**src/rtl/score_display_pkg.sv**
```systemverilog
// Shared definitions for the score display slice.
//   SEG_0..SEG_9, SEG_OFF : active-low segment codes, bit order gfedcba (bit0 = a).
//   state_t               : conversion sequencer states IDLE / SHIFT / DONE.
//   seg_encode()          : BCD digit to segment code; any nibble above 9 encodes as SEG_OFF.
package score_display_pkg;

   localparam logic [6:0] SEG_0   = 7'h40;
   localparam logic [6:0] SEG_1   = 7'h79;
   localparam logic [6:0] SEG_2   = 7'h24;
   localparam logic [6:0] SEG_3   = 7'h30;
   localparam logic [6:0] SEG_4   = 7'h19;
   localparam logic [6:0] SEG_5   = 7'h12;
   localparam logic [6:0] SEG_6   = 7'h02;
   localparam logic [6:0] SEG_7   = 7'h78;
   localparam logic [6:0] SEG_8   = 7'h00;
   localparam logic [6:0] SEG_9   = 7'h10;
   localparam logic [6:0] SEG_OFF = 7'h7F;

   typedef enum logic [1:0] {IDLE, SHIFT, DONE} state_t;

   function automatic logic [6:0] seg_encode(input logic [3:0] d);
      case (d)
         4'd0:    return SEG_0;
         4'd1:    return SEG_1;
         4'd2:    return SEG_2;
         4'd3:    return SEG_3;
         4'd4:    return SEG_4;
         4'd5:    return SEG_5;
         4'd6:    return SEG_6;
         4'd7:    return SEG_7;
         4'd8:    return SEG_8;
         4'd9:    return SEG_9;
         default: return SEG_OFF;
      endcase
   endfunction

endpackage

```
**src/rtl/bin2bcd_seq.sv**
```systemverilog
// Iterative double-dabble binary-to-BCD converter.
//   clk, rst : clock, asynchronous active-high reset
//   start    : in IDLE, samples value and begins a conversion
//   value    : binary input (WIDTH bits)
//   busy     : high from the sample edge until the DONE edge
//   done     : high for the single DONE cycle; bcd/sampled are valid then
//   bcd      : DIGITS BCD nibbles, saturated to all nines when value > 10^DIGITS-1
//   sampled  : the binary value this conversion was started with
module bin2bcd_seq
   import score_display_pkg::*;
#(
   parameter int unsigned WIDTH  = 8,
   parameter int unsigned DIGITS = 3
) (
   input  logic                  clk,
   input  logic                  rst,
   input  logic                  start,
   input  logic [WIDTH-1:0]      value,
   output logic                  busy,
   output logic                  done,
   output logic [4*DIGITS-1:0]   bcd,
   output logic [WIDTH-1:0]      sampled
);

   localparam int unsigned BW = 4 * DIGITS;
   localparam int unsigned CW = $clog2(WIDTH + 1);
   localparam longint unsigned MAX_VAL = (64'd10 ** DIGITS) - 64'd1;

   state_t                state_q, state_d;
   logic [BW+WIDTH-1:0]   sh_q, sh_d;
   logic [CW-1:0]         cnt_q, cnt_d;
   logic [WIDTH-1:0]      samp_q, samp_d;
   logic                  busy_q, busy_d;

   // Add 3 to every nibble >= 5 so the following shift carries correctly in BCD.
   function automatic logic [BW-1:0] adjust(input logic [BW-1:0] b);
      logic [BW-1:0] r;
      for (int k = 0; k < int'(DIGITS); k++) begin
         r[4*k +: 4] = (b[4*k +: 4] >= 4'd5) ? b[4*k +: 4] + 4'd3 : b[4*k +: 4];
      end
      return r;
   endfunction

   always_comb begin
      state_d = state_q;
      sh_d    = sh_q;
      cnt_d   = cnt_q;
      samp_d  = samp_q;
      busy_d  = busy_q;
      done    = 1'b0;
      unique case (state_q)
         IDLE: begin
            if (start) begin
               sh_d    = {{BW{1'b0}}, value};
               samp_d  = value;
               cnt_d   = '0;
               busy_d  = 1'b1;
               state_d = SHIFT;
            end
         end
         SHIFT: begin
            sh_d  = {adjust(sh_q[BW+WIDTH-1:WIDTH]), sh_q[WIDTH-1:0]} << 1;
            cnt_d = cnt_q + CW'(1);
            if (cnt_q == CW'(WIDTH - 1)) begin
               state_d = DONE;
            end
         end
         DONE: begin
            done    = 1'b1;
            busy_d  = 1'b0;
            state_d = IDLE;
         end
         default: state_d = IDLE;
      endcase
   end

   always_ff @(posedge clk or posedge rst) begin
      if (rst) begin
         state_q <= IDLE;
         sh_q    <= '0;
         cnt_q   <= '0;
         samp_q  <= '0;
         busy_q  <= 1'b0;
      end else begin
         state_q <= state_d;
         sh_q    <= sh_d;
         cnt_q   <= cnt_d;
         samp_q  <= samp_d;
         busy_q  <= busy_d;
      end
   end

   assign busy    = busy_q;
   assign sampled = samp_q;
   // Values that cannot be shown on DIGITS digits display as all nines.
   assign bcd = (64'(samp_q) > MAX_VAL) ? {DIGITS{4'h9}} : sh_q[BW+WIDTH-1:WIDTH];

endmodule

```
**src/rtl/score_display.sv**
```systemverilog
// Multiplexed common-anode 7-segment score display.
//   clk, rst  : clock, asynchronous active-high reset
//   score     : binary score (WIDTH bits)
//   blank     : forces the display dark while high
//   seg       : active-low segments, bit0 = a .. bit6 = g
//   dp        : active-low decimal point, always off
//   an        : active-low digit enables, one-hot-low while lit
//   busy      : conversion in progress
//   bcd_valid : a conversion has completed since reset
// Optional: define SCORE_DISPLAY_LZB_EN for leading-zero blanking (digit 0 never blanked).
module score_display
   import score_display_pkg::*;
#(
   parameter int unsigned WIDTH       = 8,
   parameter int unsigned DIGITS      = 3,
   parameter int unsigned REFRESH_DIV = 100000
) (
   input  logic              clk,
   input  logic              rst,
   input  logic [WIDTH-1:0]  score,
   input  logic              blank,
   output logic [6:0]        seg,
   output logic              dp,
   output logic [DIGITS-1:0] an,
   output logic              busy,
   output logic              bcd_valid
);

   localparam int unsigned PW = (REFRESH_DIV > 1) ? $clog2(REFRESH_DIV) : 1;
   localparam int unsigned IW = (DIGITS > 1) ? $clog2(DIGITS) : 1;

   logic [4*DIGITS-1:0] hold_q, conv_bcd;
   logic [WIDTH-1:0]    last_q, conv_val;
   logic                valid_q, conv_done, start;
   logic [PW-1:0]       presc_q;
   logic [IW-1:0]       idx_q;
   logic [6:0]          seg_q, seg_d;
   logic [DIGITS-1:0]   an_q, an_d;
   logic [DIGITS-1:0]   lz;
   logic [3:0]          digit;
   logic                digit_lz;

   // Only consulted in IDLE, so changes during a conversion are picked up afterwards.
   assign start = !valid_q || (score != last_q);

   bin2bcd_seq #(
      .WIDTH  (WIDTH),
      .DIGITS (DIGITS)
   ) u_conv (
      .clk     (clk),
      .rst     (rst),
      .start   (start),
      .value   (score),
      .busy    (busy),
      .done    (conv_done),
      .bcd     (conv_bcd),
      .sampled (conv_val)
   );

   always_ff @(posedge clk or posedge rst) begin
      if (rst) begin
         hold_q  <= '0;
         last_q  <= '0;
         valid_q <= 1'b0;
      end else if (conv_done) begin
         hold_q  <= conv_bcd;
         last_q  <= conv_val;
         valid_q <= 1'b1;
      end
   end

   always_ff @(posedge clk or posedge rst) begin
      if (rst) begin
         presc_q <= '0;
         idx_q   <= '0;
      end else if (presc_q == PW'(REFRESH_DIV - 1)) begin
         presc_q <= '0;
         idx_q   <= (idx_q == IW'(DIGITS - 1)) ? '0 : idx_q + IW'(1);
      end else begin
         presc_q <= presc_q + PW'(1);
      end
   end

`ifdef SCORE_DISPLAY_LZB_EN
   // lz[k] marks digits above 0 whose nibble and all higher nibbles are zero.
   always_comb begin
      logic nz;
      nz = 1'b0;
      lz = '0;
      for (int k = int'(DIGITS) - 1; k >= 0; k--) begin
         nz    = nz | (hold_q[4*k +: 4] != 4'd0);
         lz[k] = (k != 0) && !nz;
      end
   end
`else
   assign lz = '0;
`endif

   always_comb begin
      seg_d    = SEG_OFF;
      an_d     = '1;
      digit    = '0;
      digit_lz = 1'b0;
      for (int k = 0; k < int'(DIGITS); k++) begin
         if (IW'(k) == idx_q) begin
            digit    = hold_q[4*k +: 4];
            digit_lz = lz[k];
         end
      end
      if (valid_q && !blank) begin
         for (int k = 0; k < int'(DIGITS); k++) begin
            an_d[k] = (IW'(k) != idx_q);
         end
         seg_d = digit_lz ? SEG_OFF : seg_encode(digit);
      end
   end

   // seg and an share one register so a digit switch never shows the neighbour's pattern.
   always_ff @(posedge clk or posedge rst) begin
      if (rst) begin
         seg_q <= SEG_OFF;
         an_q  <= '1;
      end else begin
         seg_q <= seg_d;
         an_q  <= an_d;
      end
   end

   assign seg       = seg_q;
   assign an        = an_q;
   assign dp        = 1'b1;
   assign bcd_valid = valid_q;

endmodule

```
**config.mk**
```make
export PLATFORM = sky130hd
export DESIGN_NAME = score_display
export DESIGN_NICKNAME = d
export VERILOG_FILES = /design/src/rtl/score_display_pkg.sv /design/src/rtl/bin2bcd_seq.sv /design/src/rtl/score_display.sv
export SDC_FILE = /design/constraint.sdc
export NUM_CORES = 1
export LEC_CHECK = 0
export CAP_MARGIN = 20
export CELL_PAD_IN_SITES_DETAIL_PLACEMENT = 2
export CELL_PAD_IN_SITES_GLOBAL_PLACEMENT = 2
export CORE_MARGIN = 3
export CORE_UTILIZATION = 35
export DETAILED_ROUTE_END_ITERATION = 10
export GPL_TIMING_DRIVEN = 0
export MAX_ROUTING_LAYER = met4
export PLACE_DENSITY = 0.68
export SLEW_MARGIN = 30
export SYNTH_ARGS = -nofsm -noshare
export SYNTH_HDL_FRONTEND = slang
export SYNTH_SLANG_ARGS = --single-unit
```
**constraint.sdc**
```tcl
create_clock -name clk -period 7.6 [get_ports clk]
set_input_delay 1.52 -clock clk [delete_from_list [all_inputs] [get_ports clk]]
set_output_delay 1.52 -clock clk [all_outputs]
set_load 0.01 [all_outputs]
```
==> results of run 1 <==
[power by group through the flow]
stage | clock network, mW | logic (mW) | registers (mW)
finish | 0.516 | 0.616 | 0.718
global route | 0.551 | 0.698 | 0.744
CTS | 0.531 | 0.632 | 0.720
detailed placement | 0 | 0.620 | 0.727
global placement | 0 | 0.581 | 0.718
floorplan | 0 | 0.429 | 0.703
[layout make-up]
cell class | count | area [µm²]
Timing Repair Buffer | 23 | 248
Inverter | 21 | 83.8
Tap cell | 140 | 175
Fill cell | 1143 | 6200
Buffer | 15 | 90.1
Clock buffer | 10 | 239
Clock inverter | 6 | 110
Sequential cell | 85 | 2140
Multi-Input combinational cell | 235 | 1690
[cell usage in the layout (no fill, tap or decap), types with 3 or more instances in the layout]
master	synthesis	final
dfrtp_1	75	75
nand2_1	33	33
o21ai_0	24	24
nor2_1	23	23
mux2_2	22	22
clkdlybuf4s50_1	0	22
inv_1	21	20
xnor2_1	18	18
xor2_1	11	11
a22o_1	10	10
dfstp_2	10	10
o211ai_1	9	9
nand3b_1	9	9
ha_1	9	9
clkbuf_16	0	9
clkbuf_1	7	7
a22oi_1	7	7
nand4_1	6	6
nand3_1	5	5
nor2b_1	5	5
nand2b_1	5	5
a21oi_1	4	4
mux2i_1	4	4
buf_6	3	3
mux2_4	3	3
buf_2	3	3
nor3_1	3	3
and4_1	3	3
o2bb2ai_1	3	3
and3_1	3	3
bufinv_16	0	3
[metrics by stage]
stage               hold slack, ns  total power, mW
global placement             0.462             1.30
detailed placement           0.466             1.35
CTS                          0.476             1.88
global route                 0.500             1.99
finish                       0.471             1.85
floorplan                    0.446             1.13
[metal layers]
layer | routed length [µm] | share of wire [%]
met1 | 4540 | 46
met2 | 4820 | 49
met5 | 0 | 0
met3 | 314 | 3.2
met4 | 150 | 1.5
[worst max-delay path, delay by kind of cell]
kind / cells / cell delay (ns)
simple gates: 3 / 0.92
buf+inv: 3 / 0.83
mux: 1 / 0.30
xor+xnor: 1 / 0.28
[final timing paths]
| kind | start | endpoint | slack (ns) | depth (start not counted) |
|---|---|---|---|---|
| setup / recovery | score[1] | u_conv.sampled[1] | 3.97 | 8 |
| hold / removal | presc_q[4] | presc_q[4] | 0.47 | 1 |
| setup reg to reg | last_q[1] | u_conv.sampled[1] | 5.28 | 7 |
| hold reg to reg | presc_q[4] | presc_q[4] | 0.47 | 1 |
| max in group asynchronous | rst | seg[2] | 5.46 | 3 |
| min in group asynchronous | rst | hold_q[2] | 1.51 | 2 |
[registers in the layout, indices dropped and copies added (netlist names)]
name,cells
hold_q,12
an,3
u_conv.cnt_q,4
u_conv.sh_q,20
u_conv.state_q,2
seg,7
last_q,8
idx_q,2
u_conv.sampled,8
presc_q,17
u_conv.busy,1
bcd_valid,1
[kinds of logic after synthesis]
family                     count (synthesis)
adders and majority gates                  9
buffers and inverters                     36
other                                      1
DFF                                       85
xor gates and xnor gates                  29
muxes                                     29
AOI/OAI and AO/OA                         64
and+or+nand+nor                          103
==> metrics, run 1 <==
Adder-Cell Fraction of Synth Area 2.82%; Synth cell types 44; Critical Path AT 3.86 ns; Nets 410; post-place setup slack 3.61 ns; vias in the first global route 3127; Starting Density 36.3%; fmax 276 MHz; sequential share of power 38.8%; drt total wl 9830 µm; Ports 24; Antenna diodes 0; RSZ-0062 raised after global routing no; clock latency on the worst-skew pair 0.35 ns; CP Capture Type register; Max Cap Viol 0; sequential fraction of the synthesis area 53.6%; placed cell area 4430 µm²; clock share of power 27.9%; GR Util met2 27.8%; # rows 38; XOR/XNOR Fraction of Synth Area 6.37%; switching share of power 33.4%; Post-Layout Cell Count 535; Post-synth EDFFs 0; critical path required time 7.83 ns; All-Layer GR Usage 17.5%; I/O Buffers 22; CP max stage cell clkdlybuf4s50_1; Max Buffers Root-to-Sink 2; clock transition at the registers of the reported paths 0.06 ns; die span in y 113 µm; layout cells sized above 1 16.5%; simple-gate area share of the yosys netlist 13.6%; Vias 2767; finished layout cell area 4780 µm²; M1 GR Usage 22.2%; synthesized flop and latch total 85; CTS sink count 85; Synth Instances 356; leak pwr 2.12 nW; Slew Limit Fails 0; Vias/cell 5.17; maximum level of the CTS H-tree 3; CTS buffer count 9; switching power 617 µW; Setup Total Neg Slack 0 ns; most area-consuming cells after synthesis dfrtp_1 47%, dfstp_2 6.6%, mux2_2 6.2%; post-synthesis mux area share 8.34%; Yosys top cell by area dfrtp_1; final hold vios 0; DRC violations left 0; Ys Warns 0; post-DR wirelength/cell 18.4 µm; critical-path cell list clkdlybuf4s50_1, xnor2_1, nand4_1, nor3_4, or3_1, buf_4, buf_6, mux2_4; initial antenna violation count 0; Top Usage Layer GRT met2; synthesized area per cell 11.2 µm²; global route overflow 0; CTS tree yes; largest net degree at the start of global routing 58; post-CTS sizing 0; width of the chip 113 µm; count leader, synth dfrtp_1; combinational power share 33.3%; Synth top area share 47.0%; Core ar. 11000 µm²; Final ANT Viol Nets 0; min Tclk post-route 3.63 ns; first-pass GRT wire length 16800 µm; DPL Wire Length 6850 µm; largest family of logic cells by synthesized area simple AND/OR/NAND/NOR gates; run status completed; CP startpoint kind input port; Int Power 1.23 mW; grt met3 use 3.90%; drt first pass iters 4; dpl cells 519; maximum vdd drop 0.000161 V; Hold Buf Count CTS 0; DR iter-0 viols 70; setup violators final 0; FFs w/ async S/R, synth 100%; crit path max fanout 10; period utilisation layout 47.7%; area delta synth->final 19.8%; Crit Path Class in2reg; Slew HR 51.1%; Largest stage delay, worst path 0.47 ns; Syn Nets 376; Post-Syn Area 3990 µm²; Synth top cells by count 75 x dfrtp_1, 33 x nand2_1, 24 x o21ai_0; pwr dens 387 nW/µm²; Total Die Area 12700 µm²; CTS root buffer clkbuf_16; hold crit path type reg2reg; measured slew at the worst slew-check pin 0.733 ns; Setup Skew 0.0126 ns; Top FF cell, synth dfrtp_1; fin util 43.5%; Compound-Gate Fraction of Synth Area 10.9%; Post-CTS Setup Bufs 0; worst setup margin 3.97 ns; global placer's final weighted congestion 0.766
Note: power is estimated with default switching activity, not from simulation.
==> run 2: changes to the inputs <==
- clock period: 7.6 -> 3.65 ns (I/O delays scaled with it)
==> results of run 2 <==
The final DEF is identical to that of run 1. Status: completed.
Among the figures that moved: setup slack after placement 3.61 ns -> 0.452 ns; setup slack after layout 3.97 ns -> 0.811 ns; register-to-register setup slack 5.28 ns -> 1.33 ns; total power 1.85 mW -> 3.85 mW; worst IR drop on VDD 0.000161 V -> 0.000335 V
==> run 3: changes to the inputs <==
- clock period: 3.65 -> 2.8 ns (I/O delays scaled with it)
==> results of run 3 <==
The final DEF is identical to that of run 1. Status: completed.
Among the figures that moved: setup slack after placement 3.61 ns -> -0.228 ns; setup slack after layout 3.97 ns -> 0.131 ns; register-to-register setup slack 5.28 ns -> 0.48 ns; total power 1.85 mW -> 5.02 mW; worst IR drop on VDD 0.000161 V -> 0.000436 V
